$ cat src/rtl/prio_enc_pkg.sv
`default_nettype none
// ============================================================================
//  Module      : prio_enc_pkg
//  Description : Shared sizes, output-stage state type and one-hot helper for
//                the registered 8-to-3 priority event encoder.
//  Revision    : 1.0 - initial release
// ============================================================================
package prio_enc_pkg;

    localparam int N_IN   = 8;
    localparam int CODE_W = 3;

    typedef enum logic [0:0] {
        EMPTY = 1'b0,
        FULL  = 1'b1
    } state_t;

    function automatic logic [N_IN-1:0] onehot(input logic [CODE_W-1:0] code);
        logic [N_IN-1:0] mask;
        mask       = '0;
        mask[code] = 1'b1;
        return mask;
    endfunction

endpackage : prio_enc_pkg
`default_nettype wire

$ cat src/rtl/prio_enc8.sv
`default_nettype none
// ============================================================================
//  Module      : prio_enc8
//  Description : Combinational 8-bit priority encoder; highest set index wins.
//  Revision    : 1.0 - initial release
// ============================================================================
module prio_enc8
    import prio_enc_pkg::*;
(
    input  logic [N_IN-1:0]   vec_i,
    output logic [CODE_W-1:0] idx_o,
    output logic              any_o
);

    // Ascending scan: later (higher) set bits overwrite earlier ones.
    always_comb begin
        idx_o = '0;
        for (int i = 0; i < N_IN; i++) begin
            if (vec_i[i]) begin
                idx_o = CODE_W'(i);
            end
        end
        any_o = |vec_i;
    end

endmodule : prio_enc8
`default_nettype wire

$ cat src/rtl/prio_event_encoder.sv
`default_nettype none
// ============================================================================
//  Module      : prio_event_encoder
//  Description : Captures rising edges on eight request lines as pending
//                events and delivers the highest one as {a,b,c} via valid/ready.
//  Revision    : 1.0 - initial release
// ============================================================================
module prio_event_encoder
    import prio_enc_pkg::*;
(
    input  logic            clk,
    input  logic            rst_n,
    input  logic            e,
    input  logic [N_IN-1:0] d,
    input  logic            ready,
    input  logic            clr_ovf,
    output logic            a,
    output logic            b,
    output logic            c,
    output logic            valid,
    output logic [N_IN-1:0] pending,
    output logic            ovf
);

    logic [N_IN-1:0]   d_q;
    logic [N_IN-1:0]   pending_q;
    logic [N_IN-1:0]   pending_d;
    logic [CODE_W-1:0] code_q;
    logic              ovf_q;
    state_t            state_q;

    logic [N_IN-1:0]   w_rise;
    logic [N_IN-1:0]   w_clr_mask;
    logic [N_IN-1:0]   w_pend_rem;
    logic              w_accept;
    logic              w_ovf_set;
    logic [CODE_W-1:0] w_idx_pend;
    logic [CODE_W-1:0] w_idx_rem;
    logic              w_any_pend;
    logic              w_any_rem;

    // A rise on a bit being cleared this cycle is a fresh event, not a loss.
    always_comb begin
        w_rise     = d & ~d_q;
        w_accept   = (state_q == FULL) && ready;
        w_clr_mask = w_accept ? onehot(code_q) : '0;
        w_pend_rem = pending_q & ~w_clr_mask;
        pending_d  = w_pend_rem | (e ? w_rise : '0);
        w_ovf_set  = e && (|(w_rise & w_pend_rem));
    end

    prio_enc8 u_enc_pend (
        .vec_i (pending_q),
        .idx_o (w_idx_pend),
        .any_o (w_any_pend)
    );

    prio_enc8 u_enc_rem (
        .vec_i (w_pend_rem),
        .idx_o (w_idx_rem),
        .any_o (w_any_rem)
    );

    always_ff @(posedge clk or negedge rst_n) begin
        if (!rst_n) begin
            d_q       <= '0;
            pending_q <= '0;
            code_q    <= '0;
            ovf_q     <= 1'b0;
            state_q   <= EMPTY;
        end else begin
            d_q       <= d;
            pending_q <= pending_d;

            if (w_ovf_set) begin
                ovf_q <= 1'b1;
            end else if (clr_ovf) begin
                ovf_q <= 1'b0;
            end

            case (state_q)
                EMPTY: begin
                    if (e && w_any_pend) begin
                        code_q  <= w_idx_pend;
                        state_q <= FULL;
                    end
                end
                FULL: begin
                    if (ready) begin
                        if (e && w_any_rem) begin
                            code_q <= w_idx_rem;
                        end else begin
                            state_q <= EMPTY;
                        end
                    end
                end
                default: state_q <= EMPTY;
            endcase
        end
    end

    assign {a, b, c} = code_q;
    assign valid     = (state_q == FULL);
    assign pending   = pending_q;
    assign ovf       = ovf_q;

endmodule : prio_event_encoder
`default_nettype wire

$ cat config.mk
export PLATFORM = sky130hd
export DESIGN_NAME = prio_event_encoder
export DESIGN_NICKNAME = d
export VERILOG_FILES = /design/src/rtl/prio_enc_pkg.sv /design/src/rtl/prio_enc8.sv /design/src/rtl/prio_event_encoder.sv
export SDC_FILE = /design/constraint.sdc
export NUM_CORES = 1
export LEC_CHECK = 0
export BUFFER_PORTS_ARGS = -buffer_cell sky130_fd_sc_hd__buf_2
export CAP_MARGIN = 20
export CORE_ASPECT_RATIO = 1.25
export CORE_UTILIZATION = 50
export CTS_CLUSTER_DIAMETER = 80
export DETAILED_ROUTE_END_ITERATION = 7
export PLACE_DENSITY = 0.84
export SETUP_SLACK_MARGIN = 0.02
export SLEW_MARGIN = 5
export SYNTH_ARGS = -nofsm -noshare
export SYNTH_HDL_FRONTEND = slang
export SYNTH_SLANG_ARGS = --single-unit
$ cat constraint.sdc
create_clock -name clk -period 1.95 [get_ports clk]
set_input_delay 0.39 -clock clk [delete_from_list [all_inputs] [get_ports clk]]
set_output_delay 0.39 -clock clk [all_outputs]
set_load 0.1 [all_outputs]
==> metrics.csv <==
metric,value,unit
via_per_inst,6.074,
drtPass1Iterations,4,
io_pins,26,
dpl.hpwl,1749,um
grt_pass1_vias,862,
ff2ff_path_depth,5,
reg2reg_from,code_q[1]$_DFFE_PN0P_,
swShare,0.5425,
period_minus_slack,1831,ps
final_area,1269,um2
rrSetupSlack,120,ps
setup_viol,0,
hold_path_class,input pin to asynchronous set/reset pin,
syn_area_per_cell,10.60,um2
max_freq,546.1,MHz
grt_pass1_wl,3691,um
start_util,0.5453,
antenna_found_initial,0,
rows,17,
drive_above_1_share,0.4264,
crit_arrival,2040,ps
synth_flop_cell,dfrtp_1,
vias,899,
coreArea,1808,um2
max_stage_delay,520,ps
port_buffers,25,
cts_buffers,3,
finish.net_count,143,
synth_nets,106,
dpl_cell_area,1232,um2
drtIter0Drc,18,
postCtsSetupRepairBufs,0,
yosys_warnings,0,
seqPwrFrac,0.352,
intPower,853.6,uW
clock_latency,310,ps
status,"complete, no violations",
power_frac_clock,0.111,
num_antenna_cells,0,
cp_max_fo,5,
grt_max_degree,22,
max-slew-margin-rel,0.6742,
required,2160,ps
setup_ws,118.7,ps
grt_util_all_layers,0.2327,
hold_buffers,0,
leakagePower,0.5308,nW
syn_inst,93,
crit_type,register to register,
fp.dieArea,2154,um2
ant_nets,0,
crit_chain,nand3b_4 -> o31ai_4 -> nand4_1 -> o211a_1 -> mux2_1,
root_buffer,clkbuf_4,
dpl_worst_slack,86.63,ps
whs,8.882,ps
routedWlPerCell,14.95,um
ys_seq_area_frac,0.5330,
p_comb_frac,0.537,
cts_sinks,21,
tns,0,ps
r2r_end,code_q[1]$_DFFE_PN0P_,
end_kind,register,
p_switching,1.012,mW
overflow,0,
synthesis.area,985.9,um2
ys_ff_latch,21,
maxCapViolCount,0,
routed_wl,2213,um
period_share,0.9391,
final_cell_mix,"buf_2, dfrtp_1, inv_1",
tightest_slew,492.1,ps
drc,0,
die_w,41.72,um
fin_util,0.7017,
synth_edf_count,0,
synth.distinct_cells,31,
ctsResizeCount,0,
cp_slowest_cell,dfrtp_4,
finClkSkew,9.191,ps
area_growth_syn_to_layout,28.68,%
die-height,51.65,um
clk_pin_slew,120,ps
layout_commonest_cell,buf_2,
rsz0062_at_grt,no,
start_kind,register,
ctsLongestPathBuffers,2,
cts_tree,done,
maxSlewViolCount,0,
vdd_ir_drop_max,865.1,uV
htree_levels,1,
hold_viol,0,
ys_async_sr_fraction,1.000,
globalplace.congestion,0.8510,
cellPowerDensity,1471,nW/um2
==> critical path, delay by kind of cell (launching register included) <==
family | cells | cell delay (ps)
flops | 1 | 520
compound gates | 2 | 530
simple gates | 2 | 360
mux | 1 | 320
==> sequential cells by signal (all words and copies together), names as in the netlist <==
register	count
ovf	1
code_q	3
pending	8
valid	1
d_q	8
==> worst max-delay path by stage <==
| stage | startpoint | end | cells after the start |
|---|---|---|---|
| 6_report | code_q[1]$_DFFE_PN0P_ | code_q[1]$_DFFE_PN0P_ | 5 |
| 5_1_grt | valid$_DFF_PN0_ | code_q[2]$_DFFE_PN0P_ | 5 |
| 4_1_cts | code_q[1]$_DFFE_PN0P_ | code_q[2]$_DFFE_PN0P_ | 5 |
| 3_5_place_dp | ready | code_q[2]$_DFFE_PN0P_ | 6 |
| 3_3_place_gp | ready | code_q[1]$_DFFE_PN0P_ | 6 |
| 2_1_floorplan | code_q[1]$_DFFE_PN0P_ | code_q[1]$_DFFE_PN0P_ | 5 |
==> power groups by stage <==
| stage | Combinational, mW | Clock (mW) | Sequential (mW) |
|---|---|---|---|
| detailed placement | 0.999 | 0 | 0.658 |
| CTS | 1.00 | 0.214 | 0.648 |
| global placement | 0.985 | 0 | 0.654 |
| finish | 1.00 | 0.207 | 0.657 |
| global route | 1.05 | 0.234 | 0.676 |
| floorplan | 0.249 | 0 | 1.15 |
==> Yosys cell counts, types with 2 or more instances <==
cell type  instances  area [um2]
a31oi_1            3       18.77
dfrtp_1           21       525.5
inv_1              8       30.03
mux2_1             2       22.52
nand2_1            3       11.26
nand2b_1           7       43.79
nand4_1            4       25.02
nor2_1             3       11.26
nor3_1             2       10.01
nor4_1             2       12.51
o211ai_1           2       15.01
o21ai_0            5       25.02
o21ai_1            5       25.02
o31ai_1            5       37.54
o32ai_1            5       43.79
==> through the flow <==
step	power, mW	instances
3_3_place_gp	1.639	144
5_1_grt	1.960	148
6_report	1.866	148
3_5_place_dp	1.657	144
4_1_cts	1.864	148
2_1_floorplan	1.403	93
==> logic make-up after synthesis <==
group	Yosys count	synth area share
simple gates	26	0.1586
mux	2	0.02284
buf+inv	9	0.03426
compound gates	35	0.2513
flops	21	0.5330
==> routing by layer <==
| layer | global-route usage | share of wire | vias to the layer above | wire (um) |
|---|---|---|---|---|
| met4 | 0.1344 | 0.021 | 0 | 46 |
| met2 | 0.3906 | 0.49 | 36 | 1092 |
| met3 | 0.03125 | 0.047 | 6 | 105 |
| met5 | 0 | 0 | - | 0 |
| li1 | - | - | 430 | - |
| met1 | 0.2874 | 0.44 | 427 | 968 |
==> final cells by class <==
cell class,count,area [um2]
clock buffers,3,22.52
fillers,151,539.3
multi-input cells,63,456.7
inverters,9,33.78
well taps,19,23.77
flip-flops and latches,21,549.3
repair buffers,32,177.7
clock inverters,1,5.005
No activity file was read; power rests on OpenSTA's default activity.
